`src/rtl/clock_gating_mc_pkg.sv`:
```
// Shared definitions for the multi-channel clock-gating controller.
// Holds the channel state encoding and the default widths.
package clock_gating_mc_pkg;

  typedef enum logic {
    ST_OFF = 1'b0,
    ST_ON  = 1'b1
  } cg_state_e;

  localparam int DEF_CH_NUM = 4;
  localparam int DEF_IDLE_W = 8;
  localparam int DEF_STAT_W = 16;

endpackage

```
`src/rtl/cg_icg_cell.sv`:
```
// Latch-based integrated clock gate.
// The latch is transparent only while clk is low, so gclk never glitches or truncates.
module cg_icg_cell (
  input  logic clk,
  input  logic en,
  input  logic test_en,
  output logic gclk
);

  logic latch_q;

  always_latch begin
    if (!clk) latch_q <= en | test_en;
  end

  assign gclk = clk & latch_q;

endmodule

```
`src/rtl/clock_gating_mc.sv`:
```
// Multi-channel clock-gating controller: per-channel wake/idle FSM, ICG and
// saturating gated-cycle statistics counter.
//
// state  | meaning
// -------+------------------------------------------------------------
// ST_OFF | clock gated; waits for busy or sw_en
// ST_ON  | clock running; counts idle cycles up to idle_thr, then gates
module clock_gating_mc
  import clock_gating_mc_pkg::*;
#(
  parameter int CH_NUM = DEF_CH_NUM,
  parameter int IDLE_W = DEF_IDLE_W,
  parameter int STAT_W = DEF_STAT_W
) (
  input  logic                     clk,
  input  logic                     rstn,
  input  logic                     test_en,
  input  logic [CH_NUM-1:0]        sw_en,
  input  logic [CH_NUM-1:0]        busy,
  input  logic [IDLE_W-1:0]        idle_thr,
  input  logic                     stat_clr,
  output logic [CH_NUM-1:0]        gclk,
  output logic [CH_NUM-1:0]        ch_on,
  output logic [CH_NUM*STAT_W-1:0] gate_cnt
);

  for (genvar i = 0; i < CH_NUM; i++) begin : g_ch
    cg_state_e         state_q, state_d;
    logic [IDLE_W-1:0] idle_q, idle_d;
    logic [STAT_W-1:0] stat_q;
    logic              act;
    logic              en_q;

    assign act  = busy[i] | sw_en[i];
    assign en_q = (state_q == ST_ON);

    always_ff @(posedge clk or negedge rstn) begin
      if (!rstn) begin
        state_q <= ST_OFF;
        idle_q  <= '0;
      end else begin
        state_q <= state_d;
        idle_q  <= idle_d;
      end
    end

    // Live idle_thr compare with >= so lowering it mid-count gates at once.
    always_comb begin
      state_d = state_q;
      idle_d  = idle_q;
      case (state_q)
        ST_OFF: begin
          if (act) begin
            state_d = ST_ON;
            idle_d  = '0;
          end
        end
        ST_ON: begin
          if (act) begin
            idle_d = '0;
          end else if (idle_q >= idle_thr) begin
            state_d = ST_OFF;
            idle_d  = '0;
          end else begin
            idle_d = idle_q + 1'b1;
          end
        end
        default: begin
          state_d = ST_OFF;
          idle_d  = '0;
        end
      endcase
    end

    always_ff @(posedge clk or negedge rstn) begin
      if (!rstn) begin
        stat_q <= '0;
      end else if (stat_clr) begin
        stat_q <= '0;
      end else if (!en_q && !test_en && (stat_q != {STAT_W{1'b1}})) begin
        stat_q <= stat_q + 1'b1;
      end
    end

    cg_icg_cell u_icg (
      .clk     (clk),
      .en      (en_q),
      .test_en (test_en),
      .gclk    (gclk[i])
    );

    assign ch_on[i]                      = en_q;
    assign gate_cnt[i*STAT_W +: STAT_W]  = stat_q;
  end

endmodule

```
`config.mk`:
```
export PLATFORM = sky130hd
export DESIGN_NAME = clock_gating_mc
export DESIGN_NICKNAME = d
export VERILOG_FILES = /design/src/rtl/clock_gating_mc_pkg.sv /design/src/rtl/cg_icg_cell.sv /design/src/rtl/clock_gating_mc.sv
export SDC_FILE = /design/constraint.sdc
export NUM_CORES = 1
export LEC_CHECK = 0
export CORE_MARGIN = 2
export CORE_UTILIZATION = 50
export CTS_CLUSTER_DIAMETER = 150
export CTS_CLUSTER_SIZE = 24
export DETAILED_ROUTE_END_ITERATION = 10
export PLACE_DENSITY = 0.78
export SYNTH_ARGS = -nofsm -noshare
export SYNTH_HDL_FRONTEND = slang
export SYNTH_HIERARCHICAL = 1
export SYNTH_SLANG_ARGS = --single-unit
```
`constraint.sdc`:
```
create_clock -name clk -period 2 [get_ports clk]
set_input_delay 0.4 -clock clk [delete_from_list [all_inputs] [get_ports clk]]
set_output_delay 0.4 -clock clk [all_outputs]
set_load 0.03 [all_outputs]
```
==> results.sh <==
export IMPL_diodes=0
export IMPL_synth_top_area_share_pct=40.94
export IMPL_synth_edf_count=0
export IMPL_die_y_um=114.6
export IMPL_wire_per_inst_um=16.77
export IMPL_synth_mux_area_share_pct=1.187
export IMPL_drv_cap=0
export IMPL_multi_input_area_um2=3628
export IMPL_synth_most_common_cell="dfrtp_1"
export IMPL_cp_required_ns=1.60
export IMPL_n_fill_cell=889
export IMPL_p_leak_nw=4.249
export IMPL_hold_viol=0
export IMPL_drive_above_1_share_pct=21.26
export IMPL_critPathMaxFanout=1
export IMPL_syn2layout_area_growth_pct=38.10
export IMPL_synth_nets=708
export IMPL_yosys_area_share_simple_pct=23.99
export IMPL_cp_slowest_cell="dlxtn_1"
export IMPL_dpl_cell_count=939
export IMPL_fin_cells=970
export IMPL_synth_top_family_by_area="simple AND/OR/NAND/NOR gates"
export IMPL_rsz0062_at_grt="yes"
export IMPL_synth_area_leaders="dfrtp_1 (41%), ha_1 (8.2%), xnor2_1 (5.9%), nor2_1 (5.5%), nand2_1 (3.5%)"
export IMPL_core_area_um2=11960
export IMPL_outcome="finished, violations left"
export IMPL_cp_end_kind="primary output"
export IMPL_reg2reg_slack_ns=0.04
export IMPL_place_ws_ns=-0.8867
export IMPL_clock_latency_ns=0.47
export IMPL_yosys_area_share_adder_pct=8.188
export IMPL_synth_compound_area_share_pct=13.55
export IMPL_initial_core_util_pct=51.10
export IMPL_syn_inst=648
export IMPL_route_detailed_drc=0
export IMPL_dp_hpwl_um=11150
export IMPL_synth_xor_area_share_pct=8.168
export IMPL_nets=878
export IMPL_yosysUniqueCellTypes=64
export IMPL_cp_buffers_inverters=1
export IMPL_yosys_top_cells_count="dfrtp_1 (100), nor2_1 (90), nand2_1 (57)"
export IMPL_regArea_um2=2569
export IMPL_grt_max_degree=40
export IMPL_hold_class="in2reg"
export IMPL_gr_usage_all_layers_pct=25.43
export IMPL_postRouteAntennaNets=0
export IMPL_slowest_delay_ns=0.40
export IMPL_cts_clk_slew_worst_paths_ns=0.07
export IMPL_io_buffers=91
export IMPL_violations="negative setup slack"
export IMPL_place_area_um2=7696
export IMPL_vias_per_cell=5.906
export IMPL_cp_start_kind="latch"
export IMPL_hold_depth=2
export IMPL_design_area_um2=8441
export IMPL_die_area_um2=13130
export IMPL_netlist_area_um2=6112
export IMPL_wl_um=16270
export IMPL_worst_slack_ns=-0.5396
export IMPL_critical_path_top_delay_family="latches"
export IMPL_finClkSkew_ns=0.006128
export IMPL_vias=5729
export IMPL_synth_flop_cell="dfrtp_1"
export IMPL_avgSynthCellArea_um2=9.432
export IMPL_cp_arrival_ns=2.14
export IMPL_crit_type="latch2out"
export IMPL_synthArstFlopShare_pct=96.15
export IMPL_powerDensity_nw_per_um2=602.7
export IMPL_ys_warn_count=6
export IMPL_overflow=0
export IMPL_cp_num_cells=2
export IMPL_tightest_slew_ns=0.8666
export IMPL_grt_pass1_vias=5616
export IMPL_antenna_found_initial=0
export IMPL_finalSetupViolCount=8
export IMPL_first_pass_iters=5
export IMPL_slew_headroom_pct=41.78
export IMPL_ir_drop_mv=0.4046
export IMPL_cts_tree="built"
export IMPL_ys_ff_latch=104
export IMPL_synth_top_cell_by_area="dfrtp_1"
export IMPL_place_congestion=0.9160
export IMPL_grt_pass1_wl_um=26590
export IMPL_final_max_slew_viol_count=0
export IMPL_drt_iter0_drc=457
export IMPL_r2r_worst_path_cells=7
export IMPL_crit_chain="and2_4, buf_6"
export IMPL_std_cell_rows=40
export IMPL_ios=92
export IMPL_die_w_um=114.6
==> through the flow <==
stage / utilization [%] / total power, mW / hold slack, ns / setup TNS (ns)
after floorplan: - / 2.497 / 0.1044 / 0
after global placement: 64.34 / 2.806 / 0.3364 / -27.49
after detailed placement: 64.34 / 2.819 / 0.3455 / -32.06
after CTS: 67.78 / 5.127 / 0.3275 / -2.150
after global routing: 70.56 / 5.283 / 0.3700 / -2.483
final: 70.56 / 5.087 / 0.3347 / -2.114
==> final cells by class <==
type	instances	share of cell area, %
Multi-Input combinational cell	502	42.99
Sequential cell	104	30.43
Timing Repair Buffer	169	18.16
Clock buffer	17	4.388
Tap cell	147	2.179
Inverter	24	1.067
Clock inverter	7	0.7857
==> metal layers <==
layer,routed length [um],global-route usage (%),share of wire (%),vias to the layer above
met5,0,0,0,-
met4,394,10.00,2.4,0
met3,803,5.717,4.9,29
met2,8375,44.30,51,183
met1,6696,30.49,41,2819
li1,-,-,-,2698
==> timing repair <==
item                       in CTS  in global routing
hold endpoints to repair       24                  0
hold buffers                    1                  0
cloned                          0                  1
gates resized for setup        85                 69
setup endpoints to repair      69                 74
pin swaps                       6                 14
buffers inserted                1                  9
==> power breakdown <==
| group | leakage, nW | internal (mW) | switching (mW) |
|---|---|---|---|
| Combinational | 2.62 | 0.143 | 0.179 |
| Clock | 0.233 | 1.47 | 1.20 |
| Sequential | 1.40 | 2.08 | 0.00936 |
==> placed cells by master, fill, tap and decap left out, types with 6 or more instances in the layout <==
cell type	n
nor2_1	88
and4_1	7
clkbuf_16	13
a221o_1	7
a211oi_1	9
o211ai_1	9
ha_4	6
dlymetal6s2s_1	25
nand4_1	19
dfrtp_1	97
xnor2_1	41
inv_1	16
a31oi_1	6
a21oi_1	20
and3_1	12
nand2_1	57
nand3_1	29
o21ai_0	6
buf_4	77
dlygate4sd2_1	40
ha_1	33
inv_2	8
a22o_1	12
xor2_1	16
nor3_1	20
clkdlybuf4s50_1	20
==> flip-flops by register name, summed over array words and instances (netlist names) <==
name                flops
g_ch.u_icg/latch_q      4
g_ch.idle_q            32
g_ch.stat_q            64
g_ch.en_q               4
==> final timing paths <==
check | from | endpoint
worst max register to register | g_ch[0].idle_q[0] | g_ch[0].idle_q[5]
worst min register to register | g_ch[1].stat_q[14] | g_ch[1].stat_q[14]
worst max-delay path | g_ch[0].u_icg/latch_q | gclk[0]
max in group asynchronous | rstn | g_ch[2].stat_q[6]
worst min-delay path | stat_clr | g_ch[1].stat_q[4]
min in group asynchronous | rstn | g_ch[3].stat_q[10]
==> logic make-up (layout without fill, tap and decap cells) <==
logic type / count (synthesis) / after routing
xor+xnor: 57 / 57
compound gates: 110 / 110
flops: 100 / 100
simple gates: 288 / 288
mux: 7 / 7
latches: 4 / 4
fa+ha+maj: 40 / 40
buf+inv: 42 / 217
No activity file was read; power rests on OpenSTA's default activity.
